===== src/rtl/shift_slice_pipe_if.sv =====
// shift_slice_pipe_if: handshake bundle for shift_slice_pipe
// Input side:  in_valid, in_ready, in_data, in_shift (one-hot), in_mode
// Output side: out_valid, out_ready, out_data, out_err, err_count
// slave is the pipe's view, master is the producer/consumer view.
interface shift_slice_pipe_if #(
    parameter int LEN           = 8,
    parameter int MAX_SHIFT_MAG = 2,
    parameter int ERR_CNT_W     = 8
);
    logic                       in_valid;
    logic                       in_ready;
    logic [0:LEN-1]             in_data;
    logic [0:2*MAX_SHIFT_MAG]   in_shift;
    logic [1:0]                 in_mode;
    logic                       out_valid;
    logic                       out_ready;
    logic [0:LEN-1]             out_data;
    logic                       out_err;
    logic [ERR_CNT_W-1:0]       err_count;
    modport slave (
        input  in_valid, in_data, in_shift, in_mode, out_ready,
        output in_ready, out_valid, out_data, out_err, err_count
    );
    modport master (
        output in_valid, in_data, in_shift, in_mode, out_ready,
        input  in_ready, out_valid, out_data, out_err, err_count
    );
endinterface


===== src/rtl/shift_slice_pipe.sv =====
// shift_slice_pipe: two-stage pipelined one-hot shift array with fill modes
// Ports: clk, rst (async, active-high), bus (slave modport of shift_slice_pipe_if)
// Stage A holds the operand, select and mode; stage B holds the result and err flag.
module shift_slice_pipe #(
    parameter int LEN           = 8,
    parameter int MAX_SHIFT_MAG = 2,
    parameter int ERR_CNT_W     = 8
) (
    input logic                clk,
    input logic                rst,
    shift_slice_pipe_if.slave  bus
);
    localparam int NSEL = 2 * MAX_SHIFT_MAG + 1;
    localparam int IW   = $clog2(LEN);

    logic                 a_valid, b_valid, a_adv, b_adv, a_err, b_err;
    logic [0:LEN-1]       a_data, b_data, res;
    logic [0:NSEL-1]      a_shift;
    logic [1:0]           a_mode;
    logic [ERR_CNT_W-1:0] err_count;
    logic [0:NSEL-1]      hit [0:LEN-1];

    // Out-of-range sources wrap once at most, since |k| never exceeds LEN-1.
    function automatic logic src_bit(logic [0:LEN-1] d, logic [1:0] m, int s);
        logic [IW-1:0] w;
        w = IW'(s < 0 ? s + LEN : (s >= LEN ? s - LEN : s));
        return (s >= 0 && s < LEN) || m == 2'b10 ? d[w] : (m == 2'b01 && s < 0) ? d[0] : 1'b0;
    endfunction

    assign a_err = ~$onehot(a_shift);

    // Each output bit ORs the candidate source of every select line; legality gates the result.
    for (genvar j = 0; j < LEN; j++) begin : g_bit
        for (genvar i = 0; i < NSEL; i++) begin : g_sel
            assign hit[j][i] = a_shift[i] & src_bit(a_data, a_mode, j + i - MAX_SHIFT_MAG);
        end
        assign res[j] = ~a_err & (|hit[j]);
    end

    assign b_adv         = ~b_valid | bus.out_ready;
    assign a_adv         = ~a_valid | b_adv;
    assign bus.in_ready  = a_adv;
    assign bus.out_valid = b_valid;
    assign bus.out_data  = b_data;
    assign bus.out_err   = b_err;
    assign bus.err_count = err_count;

    always_ff @(posedge clk or posedge rst) begin
        if (rst) begin
            a_valid   <= 1'b0;
            a_data    <= '0;
            a_shift   <= '0;
            a_mode    <= '0;
            b_valid   <= 1'b0;
            b_data    <= '0;
            b_err     <= 1'b0;
            err_count <= '0;
        end else begin
            if (a_adv) begin
                a_valid <= bus.in_valid;
                if (bus.in_valid) begin
                    a_data  <= bus.in_data;
                    a_shift <= bus.in_shift;
                    a_mode  <= bus.in_mode;
                end
            end
            // Result registers only load on a real beat so an empty pipe keeps its last output.
            if (b_adv) begin
                b_valid <= a_valid;
                if (a_valid) begin
                    b_data <= res;
                    b_err  <= a_err;
                end
            end
            if (bus.in_valid && a_adv && !$onehot(bus.in_shift) && !(&err_count))
                err_count <= err_count + 1'b1;
        end
    end
endmodule

===== src/flat_wrapper.sv =====
// flat-port wrapper written by rule: the top's interface ports become plain ports
module shift_slice_pipe_flat 
#(
    parameter int LEN           = 8,
    parameter int MAX_SHIFT_MAG = 2,
    parameter int ERR_CNT_W     = 8
)
  (clk, rst, bus_in_valid, bus_in_data, bus_in_shift, bus_in_mode, bus_out_ready, bus_in_ready, bus_out_valid, bus_out_data, bus_out_err, bus_err_count);
  shift_slice_pipe_if #(.LEN(LEN), .MAX_SHIFT_MAG(MAX_SHIFT_MAG), .ERR_CNT_W(ERR_CNT_W)) bus_i ();
  input logic clk;
  input logic rst;
  input wire logic [$bits(bus_i.in_valid)-1:0] bus_in_valid;
  input wire logic [$bits(bus_i.in_data)-1:0] bus_in_data;
  input wire logic [$bits(bus_i.in_shift)-1:0] bus_in_shift;
  input wire logic [$bits(bus_i.in_mode)-1:0] bus_in_mode;
  input wire logic [$bits(bus_i.out_ready)-1:0] bus_out_ready;
  output wire logic [$bits(bus_i.in_ready)-1:0] bus_in_ready;
  output wire logic [$bits(bus_i.out_valid)-1:0] bus_out_valid;
  output wire logic [$bits(bus_i.out_data)-1:0] bus_out_data;
  output wire logic [$bits(bus_i.out_err)-1:0] bus_out_err;
  output wire logic [$bits(bus_i.err_count)-1:0] bus_err_count;
  assign bus_i.in_valid = bus_in_valid;
  assign bus_i.in_data = bus_in_data;
  assign bus_i.in_shift = bus_in_shift;
  assign bus_i.in_mode = bus_in_mode;
  assign bus_i.out_ready = bus_out_ready;
  assign bus_in_ready = bus_i.in_ready;
  assign bus_out_valid = bus_i.out_valid;
  assign bus_out_data = bus_i.out_data;
  assign bus_out_err = bus_i.out_err;
  assign bus_err_count = bus_i.err_count;
  shift_slice_pipe #(.LEN(LEN), .MAX_SHIFT_MAG(MAX_SHIFT_MAG), .ERR_CNT_W(ERR_CNT_W)) u_core (.clk(clk), .rst(rst), .bus(bus_i));
endmodule

===== config.mk =====
export PLATFORM = sky130hd
export DESIGN_NAME = shift_slice_pipe_flat
export DESIGN_NICKNAME = d
export VERILOG_FILES = /design/src/rtl/shift_slice_pipe_if.sv /design/src/rtl/shift_slice_pipe.sv /design/src/flat_wrapper.sv
export SDC_FILE = /design/constraint.sdc
export NUM_CORES = 1
export LEC_CHECK = 0
export ABC_AREA = 1
export BUFFER_PORTS_ARGS = -buffer_cell sky130_fd_sc_hd__buf_2
export CAP_MARGIN = 0
export CORE_AREA = 3 3 92 94
export DETAILED_ROUTE_END_ITERATION = 8
export DIE_AREA = 0 0 95 97
export GPL_TIMING_DRIVEN = 1
export HOLD_SLACK_MARGIN = 0.08
export SLEW_MARGIN = 20
export SYNTH_ARGS = -nofsm -noshare
export SYNTH_HDL_FRONTEND = slang
export SYNTH_SLANG_ARGS = --single-unit

===== constraint.sdc =====
create_clock -name clk -period 2.91 [get_ports clk]
set_input_delay 0.582 -clock clk [delete_from_list [all_inputs] [get_ports clk]]
set_output_delay 0.582 -clock clk [all_outputs]
set_load 0.02 [all_outputs]

Word level (Yosys, flattened, before mapping)
Cells that the tools add are included.
{"block": "word_totals", "register_bits": 34, "wordCells": 95}
{"block": "op_classes", "addsub": 9, "eq_ne": 4, "n_mux": 5, "n_bitwise": 53, "reduce_logical": 16}
{"operator": "AND 1 bit", "count": 48}
{"operator": "OR reduction 5 bit", "count": 8}
{"operator": "adder 1 x 1 -> 2 bit", "count": 4}
{"operator": "adder 8 x 1 -> 8 bit (second input constant)", "count": 1}
{"operator": "AND reduction 8 bit", "count": 1}
{"operator": "adder 3 x 1 -> 3 bit", "count": 2}
{"operator": "adder 3 bit", "count": 2}
{"operator": "== test 3 x 1 -> 1 bit (second input constant)", "count": 2}
{"operator": "two-way mux 1 bit", "count": 5}
{"operator": "AND reduction 2 bit", "count": 2}
{"operator": "logical AND 1 bit", "count": 3}
{"operator": "NOT 1 bit", "count": 3}
{"operator": "== test 2 x 1 -> 1 bit (second input constant)", "count": 1}
{"operator": "== test 2 bit (second input constant)", "count": 1}
{"operator": "zero test 1 bit", "count": 2}
{"operator": "bitwise OR 1 bit", "count": 2}

Depth between registers and ports, before layout
{"block": "logic_depth", "depth_word": 7, "depth_mapped": 11}

Worst setup path before layout
OpenSTA, ideal clock, no wires.
{"block": "synth_timing", "path_kind": "input to register", "from": "in bus_in_shift[0]", "to": "reg u_core.err_count[2], in the netlist u_core.bus.err_count[2]", "setup_time_ps": 117, "t_arrival_ps": 2310, "path_slack_ps": 483, "stages": 11, "path_buffers": 0, "cell_sequence": "inv_1 > fa_1 > inv_1 > fa_1 > ha_1 > nor3_1 > inv_1 > nand2_1 > nor2_2 > nand2_1 > nand2_1"}
{"block": "synth_between", "elab_chain_len": 7}
{"element": "from (decl)", "line_no": "flat_wrapper.sv:14", "source": "input wire logic [$bits(bus_i.in_shift)-1:0] bus_in_shift;"}
{"element": "adder 1 x 1 -> 2 bit (implied by the code)", "line_no": "shift_slice_pipe.sv:75", "source": "if (bus.in_valid && a_adv && !$onehot(bus.in_shift) && !(&err_count))"}
{"element": "adder 3 bit (implied by the code)", "line_no": "shift_slice_pipe.sv:75"}
{"element": "adder 3 x 1 -> 3 bit (implied by the code)", "line_no": "shift_slice_pipe.sv:75"}
{"element": "== test 3 x 1 -> 1 bit", "line_no": "shift_slice_pipe.sv:75"}
{"element": "zero test 1 bit", "line_no": "shift_slice_pipe.sv:75"}
{"element": "logical AND 1 bit (2 in series)", "line_no": "shift_slice_pipe.sv:75"}
{"element": "to (signal assigned)", "line_no": "shift_slice_pipe.sv:76", "source": "err_count <= err_count + 1'b1;"}
{"element": "to (decl)", "line_no": "shift_slice_pipe.sv:20", "source": "logic [ERR_CNT_W-1:0] err_count;"}
Every way passes these cells.
A chain may end at the register's enable or synchronous reset.

Worst setup path in the final report
{"block": "layout_timing", "from": "reg u_core.a_shift[2] (netlist bit)", "to": "reg u_core.b_data (netlist bit u_core.bus.out_data[2])"}
{"block": "layout_between", "elab_chain_len": 5}
{"element": "from (decl)", "line_no": "shift_slice_pipe.sv:18", "source": "logic [0:NSEL-1] a_shift;"}
{"element": "from (signal assigned)", "line_no": "shift_slice_pipe.sv:63", "source": "a_shift <= bus.in_shift;"}
{"element": "adder 1 x 1 -> 2 bit (implied by the code)", "line_no": "shift_slice_pipe.sv:30", "source": "assign a_err = ~$onehot(a_shift);"}
{"element": "adder 3 bit (implied by the code)", "line_no": "shift_slice_pipe.sv:30"}
{"element": "adder 3 x 1 -> 3 bit (implied by the code)", "line_no": "shift_slice_pipe.sv:30"}
{"element": "== test 3 x 1 -> 1 bit", "line_no": "shift_slice_pipe.sv:30"}
{"element": "AND 1 bit (*)", "line_no": "shift_slice_pipe.sv:37", "source": "assign res[j] = ~a_err & (|hit[j]);"}
{"element": "to (signal assigned)", "line_no": "shift_slice_pipe.sv:71", "source": "b_data <= res;"}
{"element": "to (decl)", "line_no": "shift_slice_pipe.sv:17", "source": "logic [0:LEN-1] a_data, b_data, res;"}
Mark *: on every way between the ends. The rest lies on a longest branch, timed or not.

==> flow_metrics.py <==
metrics = {
    "cells_and_area": {
        "final.fill_count": 848,
        "ratio_of_cells_with_drive_above_1_in_the_final_layout": 0.1927,
        "antennaDiodeCount": 0,
        "final_standard_cell_count_with_taps_included_and_fillers_excluded": 403,
        "number_of_nets_in_the_layout": 327,
        "layout_area_overhead_pct": 20.48,
    },
    "sta": {
        "fin_tns_setup_ns": 0,
        "worst_slack_ns": 0.4422,
        "worst_slew_margin_rel": 0.6992,
        "final_period_minus_worst_setup_slack_ns": 2.468,
        "finalHoldViolations": 0,
        "worst_pin_slew_ns": 0.4512,
        "finalClockSkew_ns": 0.008322,
        "min_period_over_period": 0.8480,
        "fmaxAchievable_ghz": 0.4052,
        "grt_setup_unrepaired": "false",
        "final_count_of_pins_violating_max_slew": 0,
        "finalSetupViolations": 0,
    },
    "global_routing": {
        "via_count_of_the_first_global_routing_pass": 1661,
        "first_pass_grt_wire_length_um": 8004,
        "global_route.usage.total": 0.1074,
        "initial_antenna_violation_count": 0,
        "pin_count_of_the_biggest_net_entering_global_routing": 35,
        "grt_overflow_total": 0,
    },
    "cts": {
        "ctsHtreeMaxLevel": 2,
        "cts_hold_buf": 0,
        "cts-root-to-sink-buffers": 2,
        "postCtsResizedCells": 0,
        "post_cts.repair.setup_buffers": 0,
        "clk_transition_reported_paths_ns": 0.07,
        "source_to_sink_clock_delay_at_the_later_pin_of_the_worst_skew_pair_ns": 0.28,
        "tritoncts": "built",
        "clock_tree.root_cell": "clkbuf_8",
        "cts_made_buffers": 5,
        "clock_sinks": 34,
    },
    "die": {
        "design.portCount": 38,
        "core_area_mm2": 0.007727,
        "die_y_um": 97,
        "initial_utilization": 0.2498,
        "die_width_um": 95,
        "row_count": 32,
        "die_area_mm2": 0.009215,
    },
    "synth": {
        "synthCells": 259,
        "seq_area_frac_synth": 0.4407,
        "synthesis.yosys.warnings": 0,
        "syn_nets": 286,
        "post_synth_main_area_contributors": "dfrtp_1 44%, nand2_1 22%, inv_1 5.8%",
        "post-synth-top-area-cell": "dfrtp_1",
        "mappedNetlistArea_mm2": 0.001931,
        "synth_cell_types": 25,
        "post-synth-top-area-fraction": 0.4407,
        "ys_seq_elements": 34,
        "avgSynthCellArea_um2": 7.454,
    },
    "power": {
        "total_leakage_power_nw": 1.290,
        "power.density_mw_per_mm2": 717.8,
        "peakVddDrop_v": 0.0001684,
    },
    "drt": {
        "detail_route.drc_violations": 0,
        "drt_iter0_drc": 100,
        "dr_total_vias": 1736,
        "wl_per_cell_um": 11.52,
        "final_antenna_net_count": 0,
        "finalWirelength_um": 4642,
        "drt-vias-per-instance": 4.308,
        "detailedRoute.firstPassIterationCount": 4,
    },
    "worst_setup_path": {
        "timing.critical_path.arrival_ns": 2.69,
        "critical_path_peak_fanout": 9,
        "crit_required_ns": 3.13,
        "crit_path_start_kind": "flip-flop",
        "worst-setup-path-type": "flip-flop to flip-flop",
        "setup.worst_path.end_class": "flip-flop",
    },
    "flow_run": {
        "drv.max_cap_violation_count": 0,
    },
    "place": {
        "dpl.cell_count": 395,
        "gp_congestion": 0.8625,
        "placement.io_buffers": 37,
        "dp_hpwl_um": 3482,
        "post-place-ws_ns": 0.2650,
    },
    "run_status": {
        "run_status": "completed",
    },
    "hold_path": {
        "worstHoldPathType": "input port to async pin",
    },
}
## per-layer routing
layer,vias to the layer above,track usage,part of all wire
li1,886,-,-
met1,809,0.1539,0.48
met2,37,0.1621,0.46
met3,4,0.02100,0.056
met4,0,0.03330,0.0086
met5,-,0,0
## kinds of logic after synthesis
logic type	share of synthesized area
DFF	0.4407
buffers and inverters	0.07647
and+or+nand+nor	0.3312
xor gates and xnor gates	0.01361
AOI/OAI and AO/OA	0.07064
adders and majority gates	0.06740
## per-stage QoR
| stage | util | cell area (um2) | hold WS [ns] | power (W) |
|---|---|---|---|---|
| 2_1_floorplan | - | 1931 | 0.5135 | 0.001128 |
| 3_3_place_gp | 0.2892 | 2235 | 0.4637 | 0.001316 |
| 3_5_place_dp | 0.2892 | 2235 | 0.4643 | 0.001331 |
| 4_1_cts | 0.3010 | 2326 | 0.4079 | 0.001696 |
| 5_1_grt | 0.3010 | 2326 | 0.4379 | 0.001809 |
| 6_report | 0.3010 | 2326 | 0.3977 | 0.001670 |
## sequential cells by signal, summed over array words and instances, names as in the netlist
signal                cells
u_core.bus.out_valid      1
u_core.a_mode             2
u_core.bus.out_data       8
u_core.a_shift            5
u_core.bus.out_err        1
u_core.a_valid            1
u_core.bus.err_count      8
u_core.a_data             8
## cells in the mapped netlist
cell	n
nand2_1	115
ha_1	4
nand3_1	15
nand3_2	1
nor3_4	1
inv_2	3
nor2_4	1
nor3_1	1
clkbuf_1	1
o21ai_0	17
nand2_2	3
fa_1	4
o21ai_1	6
nand2_4	2
dfrtp_1	34
nand4_1	2
o22ai_1	1
nand3b_1	1
inv_1	30
xnor2_1	2
a21oi_1	3
buf_2	4
nor2_1	6
nor2_2	1
xor2_1	1
## power by group
group	leakage (nW)	switching [W]	internal [W]
logic	0.812	0.000385	0.000213
clock network	0.0482	0.000166	0.000191
registers	0.430	0.000124	0.000590
total	1.29	0.000675	0.000995
## area by class of cell
cell class | instances | area, um2 | share of cell area
Clock inverter | 1 | 5.005 | 0.002152
Multi-Input combinational cell | 187 | 932.1 | 0.4008
Sequential cell | 34 | 850.8 | 0.3658
Inverter | 33 | 123.9 | 0.05325
Clock buffer | 7 | 86.33 | 0.03712
Timing Repair Buffer | 39 | 200.2 | 0.08607
Tap cell | 102 | 127.6 | 0.05487
## worst paths after layout
| kind | cells after the start | start | end | slack (ns) |
|---|---|---|---|---|
| min in group clk | 2 | u_core.bus.out_data[0] | u_core.bus.out_data[0] | 0.48 |
| max in group asynchronous | 3 | rst | u_core.a_data[3] | 2.20 |
| min reg2reg | 2 | u_core.bus.out_data[0] | u_core.bus.out_data[0] | 0.48 |
| max | 8 | u_core.a_shift[2] | u_core.bus.out_data[2] | 0.44 |
| min | 3 | rst | u_core.bus.err_count[4] | 0.40 |
| max reg2reg | 8 | u_core.a_shift[2] | u_core.bus.out_data[2] | 0.44 |
## layout by cell type (no fill, tap or decap)
master and n:
inv_1 30, nand3_1 15, nand2_2 3, nand2_1 115, clkbuf_1 1, o22ai_1 1
dfrtp_1 34, nand2_4 2, o21ai_0 17, nor3_1 1, fa_1 4, nand3_2 1
buf_2 37, nor3_4 1, nand3b_1 1, buf_4 2, inv_2 3, o21ai_1 6
nor2_1 6, xor2_1 1, nor2_2 1, ha_1 4, clkinv_2 1, nand4_1 2
clkbuf_8 6, a21oi_1 3, xnor2_1 2, nor2_4 1
## worst max-delay path, stage by stage (launching register included)
cell,delay [ns]
dfrtp_1,0.48
ha_1,0.33
inv_1,0.05
fa_1,0.40
fa_1,0.49
nand2_1,0.08
nor3_4,0.33
o21ai_0,0.16
nand2_1,0.08
(Power assumes the default switching activity.)
